===== config.mk =====
export PLATFORM = sky130hd
export DESIGN_NAME = vec_chunk_fifo
export DESIGN_NICKNAME = d
export VERILOG_FILES = /design/src/rtl/vec_pkg.sv /design/src/rtl/vec_chunk_fifo.sv
export SDC_FILE = /design/constraint.sdc
export NUM_CORES = 1
export LEC_CHECK = 0
export ABC_CLOCK_PERIOD_IN_PS = 14100
export BUFFER_PORTS_ARGS = -buffer_cell sky130_fd_sc_hd__buf_2
export CORE_MARGIN = 2
export CORE_UTILIZATION = 24
export DETAILED_ROUTE_END_ITERATION = 10
export HOLD_SLACK_MARGIN = 0.1
export PLACE_DENSITY = 0.4
export SETUP_SLACK_MARGIN = 0.1
export SYNTH_ARGS = -nofsm -noshare
export SYNTH_HDL_FRONTEND = slang
export SYNTH_SLANG_ARGS = --single-unit
export TNS_END_PERCENT = 30

===== constraint.sdc =====
create_clock -name clk_in -period 14.1 [get_ports clk_in]
set_input_delay 2.115 -clock clk_in [delete_from_list [all_inputs] [get_ports clk_in]]
set_output_delay 2.115 -clock clk_in [all_outputs]
set_load 0.1 [all_outputs]

===== src/rtl/vec_pkg.sv =====
// rtl/vec_pkg.sv - shared chunk type and index helpers for vec_chunk_fifo
package vec_pkg;

  // Default lane count; the FIFO itself sizes its ports from its own parameter.
  localparam int unsigned WORKING_REGS_DEF = 4;

  // One chunk: WorkingRegs signed int8 lanes, lane 0 in the low byte.
  typedef logic signed [WORKING_REGS_DEF-1:0][7:0] chunk_t;

  // Number of chunks that make up one complete input vector.
  function automatic int unsigned chunks_per_vec(input int unsigned in_vec_length,
                                                 input int unsigned working_regs);
    return in_vec_length / working_regs;
  endfunction

  // Modulo-depth increment with an explicit wrap, so any depth works.
  function automatic int unsigned ptr_wrap(input int unsigned ptr,
                                           input int unsigned depth);
    return (ptr >= depth - 1) ? 0 : ptr + 1;
  endfunction

endpackage


===== src/rtl/vec_chunk_fifo.sv =====
// rtl/vec_chunk_fifo.sv - chunk FIFO with whole-vector ready flag; optional VEC_CHUNK_FIFO_ERR_EN adds sticky error flags
module vec_chunk_fifo
  import vec_pkg::*;
#(
  parameter int unsigned InVecLength = 16,
  parameter int unsigned WorkingRegs = 4,
  parameter int unsigned DepthVecs   = 2
) (
  input  logic                                   clk_in,
  input  logic                                   rst_in,
  input  logic                                   wr_en,
  input  logic signed [WorkingRegs-1:0][7:0]     wr_data,
  output logic                                   full,
  input  logic                                   rd_req,
  output logic signed [WorkingRegs-1:0][7:0]     rd_data,
  output logic                                   rd_valid,
  output logic                                   rd_last,
  output logic                                   vec_ready,
  output logic                                   empty,
  output logic [$clog2(DepthVecs*(InVecLength/WorkingRegs)+1)-1:0] count
`ifdef VEC_CHUNK_FIFO_ERR_EN
  ,
  output logic                                   overflow_err,
  output logic                                   underflow_err
`endif
);

  localparam int unsigned ChunksPerVec = chunks_per_vec(InVecLength, WorkingRegs);
  localparam int unsigned Depth        = DepthVecs * ChunksPerVec;
  localparam int unsigned PtrW         = (Depth > 1) ? $clog2(Depth) : 1;
  localparam int unsigned IdxW         = (ChunksPerVec > 1) ? $clog2(ChunksPerVec) : 1;
  localparam int unsigned CntW         = $clog2(Depth + 1);

  // Plain register array so reads are a mux off flops, no RAM inference.
  logic [WorkingRegs-1:0][7:0] mem [Depth];

  logic [PtrW-1:0] wr_ptr;
  logic [PtrW-1:0] rd_ptr;
  logic [CntW-1:0] count_q;
  logic [IdxW-1:0] rd_chunk_idx;

  logic pop_acc;
  logic push_acc;

  // Handshake decode: a pop frees a slot, so a full FIFO may still take a push that cycle.
  always_comb begin
    pop_acc  = 1'b0;
    push_acc = 1'b0;
    pop_acc  = rd_req && (count_q != '0);
    push_acc = wr_en && ((count_q != CntW'(Depth)) || pop_acc);
  end

  // Status flags straight off the registered occupancy.
  always_comb begin
    full      = 1'b0;
    empty     = 1'b0;
    vec_ready = 1'b0;
    full      = (count_q == CntW'(Depth));
    empty     = (count_q == '0);
    vec_ready = (count_q >= CntW'(ChunksPerVec));
  end

  assign count = count_q;

  // Storage write; contents survive reset since only pointers define validity.
  always_ff @(posedge clk_in) begin
    if (push_acc) begin
      mem[wr_ptr] <= wr_data;
    end
  end

  // Pointers, occupancy and the registered read port.
  always_ff @(posedge clk_in) begin
    if (rst_in) begin
      wr_ptr       <= '0;
      rd_ptr       <= '0;
      count_q      <= '0;
      rd_chunk_idx <= '0;
      rd_data      <= '0;
      rd_valid     <= 1'b0;
      rd_last      <= 1'b0;
    end else begin
      if (push_acc) begin
        wr_ptr <= PtrW'(ptr_wrap(32'(wr_ptr), Depth));
      end

      if (pop_acc) begin
        // Nonblocking read returns the old entry even when a push reuses this slot.
        rd_data  <= mem[rd_ptr];
        rd_valid <= 1'b1;
        rd_last  <= (rd_chunk_idx == IdxW'(ChunksPerVec - 1));
        rd_ptr   <= PtrW'(ptr_wrap(32'(rd_ptr), Depth));
        rd_chunk_idx <= (rd_chunk_idx == IdxW'(ChunksPerVec - 1)) ? '0
                                                                 : rd_chunk_idx + 1'b1;
      end else begin
        rd_valid <= 1'b0;
        rd_last  <= 1'b0;
      end

      unique case ({push_acc, pop_acc})
        2'b10:   count_q <= count_q + 1'b1;
        2'b01:   count_q <= count_q - 1'b1;
        default: count_q <= count_q;
      endcase
    end
  end

`ifdef VEC_CHUNK_FIFO_ERR_EN
  // Sticky error flags: dropped pushes and reads of an empty FIFO.
  always_ff @(posedge clk_in) begin
    if (rst_in) begin
      overflow_err  <= 1'b0;
      underflow_err <= 1'b0;
    end else begin
      if (wr_en && !push_acc) begin
        overflow_err <= 1'b1;
      end
      if (rd_req && (count_q == '0)) begin
        underflow_err <= 1'b1;
      end
    end
  end
`endif

endmodule


==> results.txt <==
The flow ran to the end, and the final reports show no timing, DRC or antenna violations. In this run the count of I/O pins placed on the die edge is 77. The proportion of synthesized flip-flops having asynchronous set or reset came out at 0%. For this design, the CTS-stage hold fixing added 0 buffers.

The floorplan has 79 rows. The netlist area before placement was 11,400 sq um. Static timing analysis puts the maximum clock frequency at 0.239 GHz.

Sequential elements use 75.5% of the synthesized area. The slowest stage of the critical path belongs to the cell sky130_fd_sc_hd__o41a_2. The logs give 2600 sq um for the multi-input logic area and 4,593 for the number of fill cells in the layout.

The net count of the finished layout is 713. The count of different cell masters after synthesis came out at 41. Height of the die: 222 microns. The part of the cycle the worst path needs works out to 29.7%. The run gives 46,800 sq um as the placeable core area. The transition time at the pin with the least slew margin is 1.09 ns, and the routability-driven placement congestion ratio is 0.684. The min-delay analysis places its worst path in the category register to register.

In this design, the critical path's most frequently occurring cell is sky130_fd_sc_hd__a21oi_1. The hold violation count in the final report came out at 0. Die boundary width: 222 microns. After layout, the minimum clock period comes to 4.19 ns.

During placement, the flow inserted port buffers numbering 76. The switching power share of the total was 35.3%; the number of flops mapped to enable cells by yosys was 256. Internal power comes to 0.00185 W. Headroom to the max-slew limit came out at 27.5%. STA classifies the critical path endpoint as a register.

Dividing the detail-routed wire length by the instance count gives 20.9 microns. The first global-routing pass estimated 40.0 mm of wire. The logs give 302 for the number of clock sinks and 13,600 sq um for the area of all placed cells without fillers. Yosys printed 0 warnings. Of all nets on the critical path, the largest fanout is 36. The global-route congestion overflow total is 0. The logs give 6,210 for the via count of the first global-routing pass and 4.44 nW for the standby leakage power. Each instance of the synthesized netlist takes up on average 19.6 sq um.

In the final layout, the share of cells above drive strength 1 is 32.9%. The cell count after synthesis came out at 583. The HPWL after detailed placement is 14.0 mm. The worst-case IR drop observed on VDD is 96.5 uV.

The synthesis-to-layout area growth is 19.6%. For the number of max-cap violations, the log shows 0. The most instantiated flip-flop cell in the synthesis netlist was sky130_fd_sc_hd__edfxtp_1. The tools report the violation count after the first detailed-routing iteration as 327.

Data arrives at the worst endpoint at 4.60 ns. Per report_power, the clock group accounts for 32.5% of the total. The final layout contains routed wiring with a total length of 27.3 mm.

Walking the worst path, the cells encountered are buf_2 > o41a_2 > nand2b_1 > inv_1 > ha_1 > a21oi_1 > a21oi_1 > nand3b_1 > a31oi_1. Once the clock tree was built, the resizer swapped 0 gates to a different size. The critical path data required time was 14.52 ns; the overall power was 0.00286 W. At the later pin of the worst-skew pair, clock insertion delay measures 0.49 ns.

The aggregate negative setup slack is 0 ns, and the detail-routed via count per cell is 4.36. For this design the ratio of total power to cell area is 209 nW/um^2. Clock skew on the completed layout was measured at 0.0135 ns. After synthesis the netlist holds a flip-flop and latch count of 302. The maximum number of pins on one net before global-route repair came out at 68. Of the total power, combinational logic draws 28.1%.

The tools report the synthesized net count as 627. The run gives 39.4% as the power share of the sequential group. The tools report the number of detailed-routing iterations run before antenna repair as 6.

After clock tree synthesis, the clock-pin slew on the worst setup and hold paths is 0.06 ns. For the total CTS buffers, the log shows 34. For this configuration, the core starts out at a cell density of 24.4%. The buffer count from post-CTS setup fixing is 0, and the stage delay of the slowest cell on the critical path is 0.90 ns.

TritonCTS built the clock tree. The net switching component of the power was 0.00101 W; the remaining design rule violation count was 0. The library cell used most frequently in the layout, excluding fill and tap cells, is sky130_fd_sc_hd__edfxtp_1. The worst hold slack is 0.472 ns.

The floorplan step defined a die boundary enclosing 49,300 sq um. The clock passes through at most 3 buffers. The all-layer global routing usage is 11.1%.

Setup repair after global routing left no endpoint under its margin. For the area of placed instances, the log shows 12,400 sq um. STA classifies the critical path startpoint as an input port. Once detail routing completed, the nets flagged for antenna violations numbered 0.

The critical path in this run is classified as input port to register. The tools report the count of pins over their slew limit as 0. Leaving out fill and tap cells, the most frequent cells in the layout are 256 x sky130_fd_sc_hd__edfxtp_1, 76 x sky130_fd_sc_hd__buf_2, 64 x sky130_fd_sc_hd__mux4_2.

The root buffer cell chosen for the clock tree is sky130_fd_sc_hd__clkbuf_16. Setup violations remaining at the end of the flow were counted as 0. The H-tree was split into 2 levels.

The register area was 8620 sq um. The tools report the initial antenna violation count as 4. The final route contains 5,690 vias.
==> layer usage <==
layer | vias up | global-route usage, % | wire length (microns)
li1 | 2542 | - | -
met1 | 2967 | 13.0 | 11200
met2 | 133 | 20.0 | 14200
met3 | 42 | 2.77 | 1360
met4 | 6 | 3.03 | 570
met5 | - | 0 | 39
==> cell families (layout without fill, tap and decap cells) <==
logic type	Yosys count	after routing	share of synthesized area [%]
adders and majority gates	8	8	0.944
muxes	65	65	12.7
AOI/OAI and AO/OA	54	54	3.21
xor gates and xnor gates	3	3	0.231
other	0	2	0
DFF	302	302	75.5
and+or+nand+nor	112	112	5.26
buffers and inverters	39	151	2.11
==> sequential cells by signal, indices dropped and copies added (netlist names) <==
register / count
rd_data: 32
rd_valid: 1
count: 4
rd_ptr: 3
wr_ptr: 3
rd_chunk_idx: 2
rd_last: 1
mem: 256
==> power by group through the flow <==
| stage | registers (W) | clock network [W] | logic (W) |
|---|---|---|---|
| 2_1_floorplan | 0.00140 | 0 | 0.000409 |
| 3_3_place_gp | 0.00115 | 0 | 0.000813 |
| 5_1_grt | 0.00114 | 0.000989 | 0.000859 |
| 3_5_place_dp | 0.00115 | 0 | 0.000820 |
| 4_1_cts | 0.00113 | 0.000956 | 0.000821 |
| 6_report | 0.00112 | 0.000929 | 0.000803 |
==> critical path: cells and delay by family <==
kind,cells,cell delay (ns)
adders and majority gates,1,0.28
buffers and inverters,2,0.29
AOI/OAI and AO/OA,4,1.50
and+or+nand+nor,2,0.41
==> area by class of cell <==
type	instances	area share, %
timing repair buffer	86	3.34
sequential	302	63.2
clock inverter	15	1.67
inverter	3	0.0826
antenna	2	0.0367
tap	607	5.57
multi-input combinational	242	19.1
clock buffer	47	7.06
==> metrics by stage <==
| step | util, % | setup slack [ns] | std cells |
|---|---|---|---|
| after global placement | 26.6 | 9.52 | 1240 |
| final | 29.2 | 9.91 | 1304 |
| after floorplan | - | 7.92 | 583 |
| after detailed placement | 26.6 | 9.38 | 1240 |
| after CTS | 29.2 | 9.90 | 1302 |
| after global routing | 29.2 | 9.61 | 1302 |
==> path summary, 6_finish.rpt <==
path	start	cells after the start	slack (ns)	end
min reg2reg	rd_chunk_idx[1]	2	0.47	rd_chunk_idx[1]
max reg2reg	count[3]	8	11.11	count[3]
max	rd_req	9	9.91	count[3]
min	rd_chunk_idx[1]	2	0.47	rd_chunk_idx[1]
==> synth_stat cells, types with 2 or more instances <==
master,n,share of area [%]
sky130_fd_sc_hd__edfxtp_1,256,67
sky130_fd_sc_hd__mux4_2,64,13
sky130_fd_sc_hd__dfxtp_1,46,8.1
sky130_fd_sc_hd__nor2_1,45,1.5
sky130_fd_sc_hd__o22ai_1,32,1.8
sky130_fd_sc_hd__nor3_1,26,1.1
sky130_fd_sc_hd__clkbuf_1,17,0.56
sky130_fd_sc_hd__nor3_2,13,1.1
sky130_fd_sc_hd__buf_6,10,0.99
sky130_fd_sc_hd__a21oi_1,8,0.35
sky130_fd_sc_hd__nand2_1,8,0.26
sky130_fd_sc_hd__ha_1,7,0.77
sky130_fd_sc_hd__buf_2,6,0.26
sky130_fd_sc_hd__nand2b_1,5,0.27
sky130_fd_sc_hd__nand3_1,4,0.18
sky130_fd_sc_hd__buf_4,3,0.20
sky130_fd_sc_hd__inv_1,3,0.099
sky130_fd_sc_hd__xnor2_1,3,0.23
sky130_fd_sc_hd__a22oi_1,2,0.13
sky130_fd_sc_hd__a31oi_1,2,0.11
sky130_fd_sc_hd__and2_1,2,0.11
sky130_fd_sc_hd__or3_1,2,0.11
No activity file was read; power rests on OpenSTA's default activity.
